## src/rtl/if_fetch_ctrl_pkg.sv

```systemverilog
// Shared definitions for the instruction-fetch controller: fetch FSM states,
// default widths and the instruction-register reset encoding.
package if_fetch_ctrl_pkg;

   localparam int          DW_DEF     = 32;
   localparam int          PC_INC_DEF = 4;
   localparam logic [31:0] NOP        = 32'h0000_0000;

   typedef enum logic [2:0] {
      IDLE  = 3'd0,
      REQ   = 3'd1,
      HOLD  = 3'd2,
      DRAIN = 3'd3,
      REDIR = 3'd4
   } fetch_state_t;

endpackage

```

## src/rtl/if_fetch_ctrl_if.sv

```systemverilog
// Fetch bundle: pc register link, instruction-memory req/ack bus,
// decode valid/ready handshake and the redirect pulse.
interface if_fetch_ctrl_if
   import if_fetch_ctrl_pkg::*;
#(
   parameter int DW = DW_DEF
);

   logic [DW-1:0] PC;
   logic [DW-1:0] PC_Next;
   logic          PC_LdEn;
   logic [DW-1:0] Imem_Addr;
   logic          Imem_Req;
   logic          Imem_Ack;
   logic [DW-1:0] Imem_Rdata;
   logic [DW-1:0] Instr;
   logic          InstrValid;
   logic          InstrReady;
   logic          Redirect;
   logic [DW-1:0] RedirectPC;

   // Fetch controller side
   modport master (
      input  PC, Imem_Ack, Imem_Rdata, InstrReady, Redirect, RedirectPC,
      output PC_Next, PC_LdEn, Imem_Addr, Imem_Req, Instr, InstrValid
   );

   // Environment side: pc register, instruction memory, decode, branch unit
   modport slave (
      output PC, Imem_Ack, Imem_Rdata, InstrReady, Redirect, RedirectPC,
      input  PC_Next, PC_LdEn, Imem_Addr, Imem_Req, Instr, InstrValid
   );

endinterface

```

## src/rtl/if_fetch_ctrl.sv

```systemverilog
// Instruction-fetch controller for the multicycle MIPS datapath. Reads the PC,
// fetches one word over a req/ack bus, holds it for decode and advances the PC
// by PC_INC or to a redirect target. Redirects never cancel an outstanding
// memory request: the data is drained and dropped before the PC is reloaded.
module if_fetch_ctrl
   import if_fetch_ctrl_pkg::*;
#(
   parameter int DW     = DW_DEF,
   parameter int PC_INC = PC_INC_DEF
) (
   input  logic            Clk,
   input  logic            Reset,
   if_fetch_ctrl_if.master bus
);

   fetch_state_t  state, state_nxt;
   logic [DW-1:0] pending, pending_nxt;
   logic [DW-1:0] pc_next_r, pc_next_nxt;
   logic [DW-1:0] instr_r, instr_nxt;
   logic          ld_r, ld_nxt;
   logic          vld_r, vld_nxt;

   // The PC is stable whenever a request is up because no load happens in REQ/DRAIN.
   assign bus.Imem_Req   = (state == REQ) || (state == DRAIN);
   assign bus.Imem_Addr  = bus.PC;
   assign bus.PC_Next    = pc_next_r;
   assign bus.PC_LdEn    = ld_r;
   assign bus.Instr      = instr_r;
   assign bus.InstrValid = vld_r;

   // Latest redirect pulse wins, including one arriving in the cycle REDIR is entered.
   assign pending_nxt = bus.Redirect ? bus.RedirectPC : pending;

   // Next-state and registered-output decode; load enable is a one-cycle pulse.
   always_comb begin
      state_nxt   = state;
      pc_next_nxt = pc_next_r;
      instr_nxt   = instr_r;
      vld_nxt     = vld_r;
      ld_nxt      = 1'b0;
      case (state)
         IDLE: begin
            if (bus.Redirect) begin
               state_nxt   = REDIR;
               pc_next_nxt = pending_nxt;
               ld_nxt      = 1'b1;
            end else begin
               state_nxt = REQ;
            end
         end
         REQ: begin
            if (bus.Redirect) begin
               if (bus.Imem_Ack) begin
                  state_nxt   = REDIR;
                  pc_next_nxt = pending_nxt;
                  ld_nxt      = 1'b1;
               end else begin
                  state_nxt = DRAIN;
               end
            end else if (bus.Imem_Ack) begin
               state_nxt   = HOLD;
               instr_nxt   = bus.Imem_Rdata;
               vld_nxt     = 1'b1;
               pc_next_nxt = bus.PC + DW'(PC_INC);
               ld_nxt      = 1'b1;
            end
         end
         HOLD: begin
            if (bus.Redirect) begin
               state_nxt   = REDIR;
               vld_nxt     = 1'b0;
               pc_next_nxt = pending_nxt;
               ld_nxt      = 1'b1;
            end else if (bus.InstrReady) begin
               state_nxt = REQ;
               vld_nxt   = 1'b0;
            end
         end
         DRAIN: begin
            if (bus.Imem_Ack) begin
               state_nxt   = REDIR;
               pc_next_nxt = pending_nxt;
               ld_nxt      = 1'b1;
            end
         end
         REDIR: begin
            if (bus.Redirect) begin
               state_nxt   = REDIR;
               pc_next_nxt = pending_nxt;
               ld_nxt      = 1'b1;
            end else begin
               state_nxt = REQ;
            end
         end
         default: begin
            state_nxt = IDLE;
            vld_nxt   = 1'b0;
         end
      endcase
   end

   // State, pending target and registered outputs.
   always_ff @(posedge Clk) begin
      if (Reset) begin
         state     <= IDLE;
         pending   <= '0;
         pc_next_r <= '0;
         ld_r      <= 1'b0;
         instr_r   <= DW'(NOP);
         vld_r     <= 1'b0;
      end else begin
         state     <= state_nxt;
         pending   <= pending_nxt;
         pc_next_r <= pc_next_nxt;
         ld_r      <= ld_nxt;
         instr_r   <= instr_nxt;
         vld_r     <= vld_nxt;
      end
   end

endmodule

```

## src/flat_wrapper.sv

```systemverilog
// flat-port wrapper written by rule: the top's interface ports become plain ports
module if_fetch_ctrl_flat import if_fetch_ctrl_pkg::*;
#(
   parameter int DW     = DW_DEF,
   parameter int PC_INC = PC_INC_DEF
)
  (Clk, Reset, bus_PC, bus_Imem_Ack, bus_Imem_Rdata, bus_InstrReady, bus_Redirect, bus_RedirectPC, bus_PC_Next, bus_PC_LdEn, bus_Imem_Addr, bus_Imem_Req, bus_Instr, bus_InstrValid);
  if_fetch_ctrl_if #(.DW(DW)) bus_i ();
  input  logic Clk;
  input  logic Reset;
  input wire logic [$bits(bus_i.PC)-1:0] bus_PC;
  input wire logic [$bits(bus_i.Imem_Ack)-1:0] bus_Imem_Ack;
  input wire logic [$bits(bus_i.Imem_Rdata)-1:0] bus_Imem_Rdata;
  input wire logic [$bits(bus_i.InstrReady)-1:0] bus_InstrReady;
  input wire logic [$bits(bus_i.Redirect)-1:0] bus_Redirect;
  input wire logic [$bits(bus_i.RedirectPC)-1:0] bus_RedirectPC;
  output wire logic [$bits(bus_i.PC_Next)-1:0] bus_PC_Next;
  output wire logic [$bits(bus_i.PC_LdEn)-1:0] bus_PC_LdEn;
  output wire logic [$bits(bus_i.Imem_Addr)-1:0] bus_Imem_Addr;
  output wire logic [$bits(bus_i.Imem_Req)-1:0] bus_Imem_Req;
  output wire logic [$bits(bus_i.Instr)-1:0] bus_Instr;
  output wire logic [$bits(bus_i.InstrValid)-1:0] bus_InstrValid;
  assign bus_i.PC = bus_PC;
  assign bus_i.Imem_Ack = bus_Imem_Ack;
  assign bus_i.Imem_Rdata = bus_Imem_Rdata;
  assign bus_i.InstrReady = bus_InstrReady;
  assign bus_i.Redirect = bus_Redirect;
  assign bus_i.RedirectPC = bus_RedirectPC;
  assign bus_PC_Next = bus_i.PC_Next;
  assign bus_PC_LdEn = bus_i.PC_LdEn;
  assign bus_Imem_Addr = bus_i.Imem_Addr;
  assign bus_Imem_Req = bus_i.Imem_Req;
  assign bus_Instr = bus_i.Instr;
  assign bus_InstrValid = bus_i.InstrValid;
  if_fetch_ctrl #(.DW(DW), .PC_INC(PC_INC)) u_core (.Clk(Clk), .Reset(Reset), .bus(bus_i));
endmodule
```

## config.mk

```make
export PLATFORM = sky130hd
export DESIGN_NAME = if_fetch_ctrl_flat
export DESIGN_NICKNAME = d
export VERILOG_FILES = /design/src/rtl/if_fetch_ctrl_pkg.sv /design/src/rtl/if_fetch_ctrl_if.sv /design/src/rtl/if_fetch_ctrl.sv /design/src/flat_wrapper.sv
export SDC_FILE = /design/constraint.sdc
export NUM_CORES = 1
export LEC_CHECK = 0
export ABC_AREA = 1
export CAP_MARGIN = 30
export CORE_MARGIN = 2
export CORE_UTILIZATION = 38
export CTS_CLUSTER_DIAMETER = 60
export CTS_CLUSTER_SIZE = 14
export DETAILED_ROUTE_END_ITERATION = 8
export GPL_TIMING_DRIVEN = 0
export PLACE_DENSITY_LB_ADDON = 0.25
export SLEW_MARGIN = 10
export SYNTH_ARGS = -nofsm -noshare
export SYNTH_HDL_FRONTEND = slang
export SYNTH_SLANG_ARGS = --single-unit
export TNS_END_PERCENT = 10
```

## constraint.sdc

```tcl
create_clock -name Clk -period 4.1 [get_ports Clk]
set_input_delay 0.82 -clock Clk [delete_from_list [all_inputs] [get_ports Clk]]
set_output_delay 0.82 -clock Clk [all_outputs]
set_load 0.05 [all_outputs]
```

* Word-level counts from Yosys, hierarchy flattened
Cells that the tools add are included.
Operators by class: equal/unequal tests 10, $add $sub $neg 1, reductions and logical operators 11, multiplexer cells 22, bitwise logic cells 2
Operator list (count):
- 2-to-1 mux 32 bit | 5
- one-hot mux 32 bit (3 select lines) | 1
- adder 32 x 3 -> 32 bit (second input constant) | 1
- 2-to-1 mux 3 bit | 7
- one-hot mux 3 bit (4 select lines) | 1
- AND reduction 3 bit | 3
- equality test 3 x 2 -> 1 bit (second input constant) | 2
- 2-to-1 mux 1 bit | 6
- inequality test 2 bit (second input constant) | 3
- inequality test 3 bit (second input constant) | 2
- OR reduction 3 bit | 2
- AND reduction 4 bit | 1
- OR reduction 2 bit | 2
- equality test 3 x 1 -> 1 bit (second input constant) | 1
- equality test 3 bit (second input constant) | 1
- logical NOT 3 bit | 1
- one-hot mux 1 bit (3 select lines) | 1
- nonzero test 3 bit | 1
- inequality test 2 x 1 -> 1 bit (second input constant) | 1
- NOT 1 bit | 2
- one-hot mux 1 bit (2 select lines) | 1
- logical OR 1 bit | 1
Word-level totals: bits in registers 101, word-level logic and storage cells 52, bits of input ports 101

* Longest topological paths before layout
Gate-level depths: netlist (run 1).
word-level depth 4, gate-level depth with buffers 11

* Worst setup path before layout (run 1)
OpenSTA, ideal clock, no wires.
path kind input-to-reg, start point input bus_PC[2], end point register u_core.pc_next_r[22], in the netlist u_core.bus.PC_Next[22], buffers on the path 0, stages on the path 10, setup time 120 ps, data arrival time 1843 ps, slack 2137 ps, required time 3980 ps, cells stage by stage ha_1 > nand2_1 > nor2_1 > nand2_1 > nor2_2 > nand2_1 > nand2_1 > nand3_1 > nand2_1 > a21oi_1
Between the ends: cells in the longest elaborated chain, start to end 4
RTL lines:
- from (decl) | line flat_wrapper.sv:11 | input wire logic [$bits(bus_i.PC)-1:0] bus_PC;
- adder 32 x 3 -> 32 bit | line if_fetch_ctrl.sv:64 | pc_next_nxt = bus.PC + DW'(PC_INC);
- 2-to-1 mux 32 bit | line if_fetch_ctrl.sv:60 | end else if (bus.Imem_Ack) begin
- 2-to-1 mux 32 bit | line if_fetch_ctrl.sv:52 | if (bus.Redirect) begin
- one-hot mux 32 bit (3 select lines) | line if_fetch_ctrl.sv:41 | case (state)
- to (signal assigned) | line if_fetch_ctrl.sv:114 | pc_next_r <= pc_next_nxt;
- to (decl) | line if_fetch_ctrl.sv:18 | logic [DW-1:0] pc_next_r, pc_next_nxt;
Every way passes these cells. The select of a mux whose other input is x is not followed. A chain may end at the register's enable or synchronous reset.

* Worst setup path after layout (run 1)
start point input bus_PC[27], end point output bus_Imem_Addr[27]
RTL lines:
- to (decl) | line flat_wrapper.sv:19 | output wire logic [$bits(bus_i.Imem_Addr)-1:0] bus_Imem_Addr;
No word-level cell between the ends.

==> results.tsv, run 1 <==
stage	metric	value	unit
worst_setup_path	flop-to-flop setup slack	2.25	ns
routing	DRT Wirelength	20700	um
die	Die Y	128	um
global_route	largest net degree at the start of global routing	16	
synthesis	Top FF cell, synth	dfxtp_1	
synthesis	Yosys warning total	0	
timing	TNS Setup	0	ns
routing	drt via density	5.15	
worst_setup_path	CP Cell Sequence	clkdlybuf4s50_1 > buf_4 > clkdlybuf4s50_1	
clock_network	clk slew on worst S/H paths	0.07	ns
global_route	vias in the first global route	6148	
worst_setup_path	CP Buf/Inv Count	3	
synthesis	syn_area_per_cell	6.22	um2
global_route	first-pass GRT wire length	32000	um
routing	DRT Pass-1 Iters	6	
synthesis	post-synth cell types	32	
routing	average wire per standard cell	15.4	um
die	starting density of the core	0.389	
global_route	grt total ovfl	0	
worst_setup_path	Worst EP required	3.28	ns
timing	final setup fails	0	
timing	Worst-Margin Slew	0.704	ns
placed_design	buffers added on ports	198	
routing	antenna viol nets, final	0	
clock_network	Post-CTS Hold Buffers	0	
worst_setup_path	family with the most delay on the worst path	buffers and inverters	
clock_network	Resized Gates After CTS	0	
worst_setup_path	crit path max-delay cell type	clkdlybuf4s50_1	
power	PD cells	370	nW/um2
synthesis	EDFF count, synth	0	
outcome	outcome	complete, no violations	
layout	Antenna Cells	0	
routing	vias	6948	
die	Die W	128	um
layout	synth-to-layout area growth	43.8	%
die	Site Rows	45	
timing	worst hold slack	0.460	ns
die	core area	15100	um2
timing	Slew headroom	0.531	
global_route	all-layer global routing usage	0.247	
timing	Final period util	0.774	
clock_network	CTS tree	yes	
clock_network	CTS root buffer	clkbuf_16	
placed_design	Final GP Congestion	0.909	
clock_network	Max H-tree Level	3	
layout	fin area	8470	um2
timing	Max Clk Rate	0.315	GHz
worst_setup_path	CP arrival	2.35	ns
die	# IOs	200	
clock_network	post-CTS setup buffers	0	
clock_network	Clk Latency, worst-skew pair	0.35	ns
global_route	initial antenna violation count	0	
job	Max-Cap Viols	0	
layout	fraction of layout cells with a size suffix above 1	0.0819	
routing	DRT iter0 DRCs	596	
timing	RSZ-0062 raised after global routing	no	
worst_hold_path	HP Class	reg2reg	
synthesis	count of state elements after synthesis	101	
timing	Worst Skew	0.00938	ns
synthesis	Post-Syn Nets	1048	
layout	Register Area	2020	um2
worst_setup_path	critical path class	in2out	
synthesis	post-synthesis sequential area ratio	0.343	
placed_design	HPWL after DPL	15500	um
worst_setup_path	Most Frequent Cell on Critical Path	clkdlybuf4s50_1	
power	leakage	0.00362	uW
timing	max-slew violation count	0	
layout	filler cell count	1500	
layout	area of the multi-input gates	3140	um2
layout	NumNets Final	1257	
clock_network	Max Root-Sink Buffers	2	
power	worst vdd ir	0.305	mV
worst_setup_path	critical path startpoint category	primary input	
placed_design	area of placed instances	8110	um2
worst_setup_path	Worst setup EP type	primary output	
timing	Tmin final	3.17	ns
routing	drt drc	0	
timing	final hold vios	0	
die	die area	16500	um2
worst_setup_path	worst-path maximum fanout	6	
synthesis	synthesized area	5890	um2
synthesis	ys async rst share	0	
synthesis	cell count after synthesis	946	
clock_network	Num CTS Buffers	9	
clock_network	Clock Sinks	101	
worst_setup_path	max incr delay on CP	0.80	ns
==> kinds of logic after synthesis <==
logic type | count (synthesis) | share of synthesized area
XOR/XNOR | 4 | 0.00595
AO/OA/AOI/OAI | 217 | 0.189
AND/OR/NAND/NOR | 468 | 0.324
buffers and inverters | 148 | 0.123
adder cells (fa/ha/maj) | 1 | 0.00212
multiplexers | 7 | 0.0119
flip-flops | 101 | 0.343
==> routing by layer <==
layer | up-vias | track usage | share of wire
li1 | 3462 | - | -
met1 | 3176 | 0.341 | 0.44
met3 | 21 | 0.0432 | 0.083
met4 | 0 | 0.0517 | 0.014
met5 | - | 0 | 0
met2 | 289 | 0.404 | 0.47
==> where the power goes <==
group	leakage, uW	internal (uW)	total (uW)	switching [uW]
clock network	0.000176	648	1030	382
logic	0.00261	363	989	626
registers	0.000830	1060	1110	51.7
total	0.00362	2070	3130	1060
==> metrics by stage <==
stage	setup WS, ns	utilization	power, uW	instances
floorplan	2.14	-	1730	946
global placement	0.912	0.535	2100	1332
detailed placement	0.921	0.535	2110	1332
CTS	0.919	0.559	3140	1348
global route	0.863	0.559	3260	1348
finish	0.927	0.559	3130	1348
==> cell usage in the layout, fill, tap and decap left out, types with 3 or more instances in the layout <==
cell	netlist	final
inv_2	13	13
a21oi_1	86	86
dfxtp_1	101	101
o21ai_0	96	96
nor2_1	171	171
buf_6	3	3
clkdlybuf4s50_1	0	198
bufinv_16	0	3
nand3b_1	3	3
nand2_1	212	212
nor3_1	15	15
and2_1	3	3
nor2_2	5	5
clkbuf_8	0	3
buf_2	20	20
o21ai_1	20	20
mux2i_1	7	7
o22ai_1	11	11
xor2_1	3	3
buf_4	33	33
clkbuf_1	20	21
clkbuf_16	0	9
nand3_1	52	52
buf_1	6	6
inv_1	53	53
==> registers in the layout, indices dropped and copies added (netlist names) <==
name / count
u_core.bus.PC_Next: 32
u_core.pending: 32
u_core.bus.InstrValid: 1
u_core.bus.PC_LdEn: 1
u_core.bus.Instr: 32
u_core.state: 3
==> worst min-delay path, cell delays in order (launching register included) <==
cell and delay [ns]:
dfxtp_1 0.31, nand2_1 0.06, a21oi_1 0.05
==> Yosys cell counts (11+ instances only) <==
cell / instances / share of area
inv_1: 53 / 0.034
nand3_1: 52 / 0.044
a21oi_1: 86 / 0.073
buf_2: 20 / 0.017
o21ai_0: 96 / 0.082
inv_2: 13 / 0.0083
buf_4: 33 / 0.042
nor2_1: 171 / 0.11
dfxtp_1: 101 / 0.34
o21ai_1: 20 / 0.017
nand2_1: 212 / 0.14
clkbuf_1: 20 / 0.013
o22ai_1: 11 / 0.012
nor3_1: 15 / 0.013
==> cell type report <==
type                       count  area share
multi-input combinational    697       0.371
inverter                      66      0.0293
timing repair buffer         198       0.234
clock buffer                  13      0.0319
sequential                   101       0.239
tap                          188      0.0278
buffer                        82      0.0566
clock inverter                 3      0.0106
==> final timing paths <==
path / startpoint / to / cells after the start
worst max register to register: u_core.state[2] / u_core.bus.PC_Next[12] / 7
worst min-delay path: u_core.bus.InstrValid / u_core.bus.InstrValid / 2
worst max-delay path: bus_PC[27] / bus_Imem_Addr[27] / 3
worst min register to register: u_core.bus.InstrValid / u_core.bus.InstrValid / 2
Note: power is estimated with default switching activity, not from simulation.
==> run 2: changes to the inputs <==
==> constraint.sdc (replaced) <==
create_clock -name Clk -period 2.95 [get_ports Clk]
set_input_delay 0.59 -clock Clk [delete_from_list [all_inputs] [get_ports Clk]]
set_output_delay 0.59 -clock Clk [all_outputs]
set_load 0.05 [all_outputs]
==> results of run 2 <==
Same layout as run 1 (identical final DEF). Status: complete, no violations.
Among the figures that moved: setup slack after placement 0.921 ns -> 0.231 ns; setup slack after layout 0.927 ns -> 0.237 ns; register-to-register setup slack 2.25 ns -> 1.10 ns; total power 3130 uW -> 4350 uW; worst IR drop on VDD 0.305 mV -> 0.424 mV
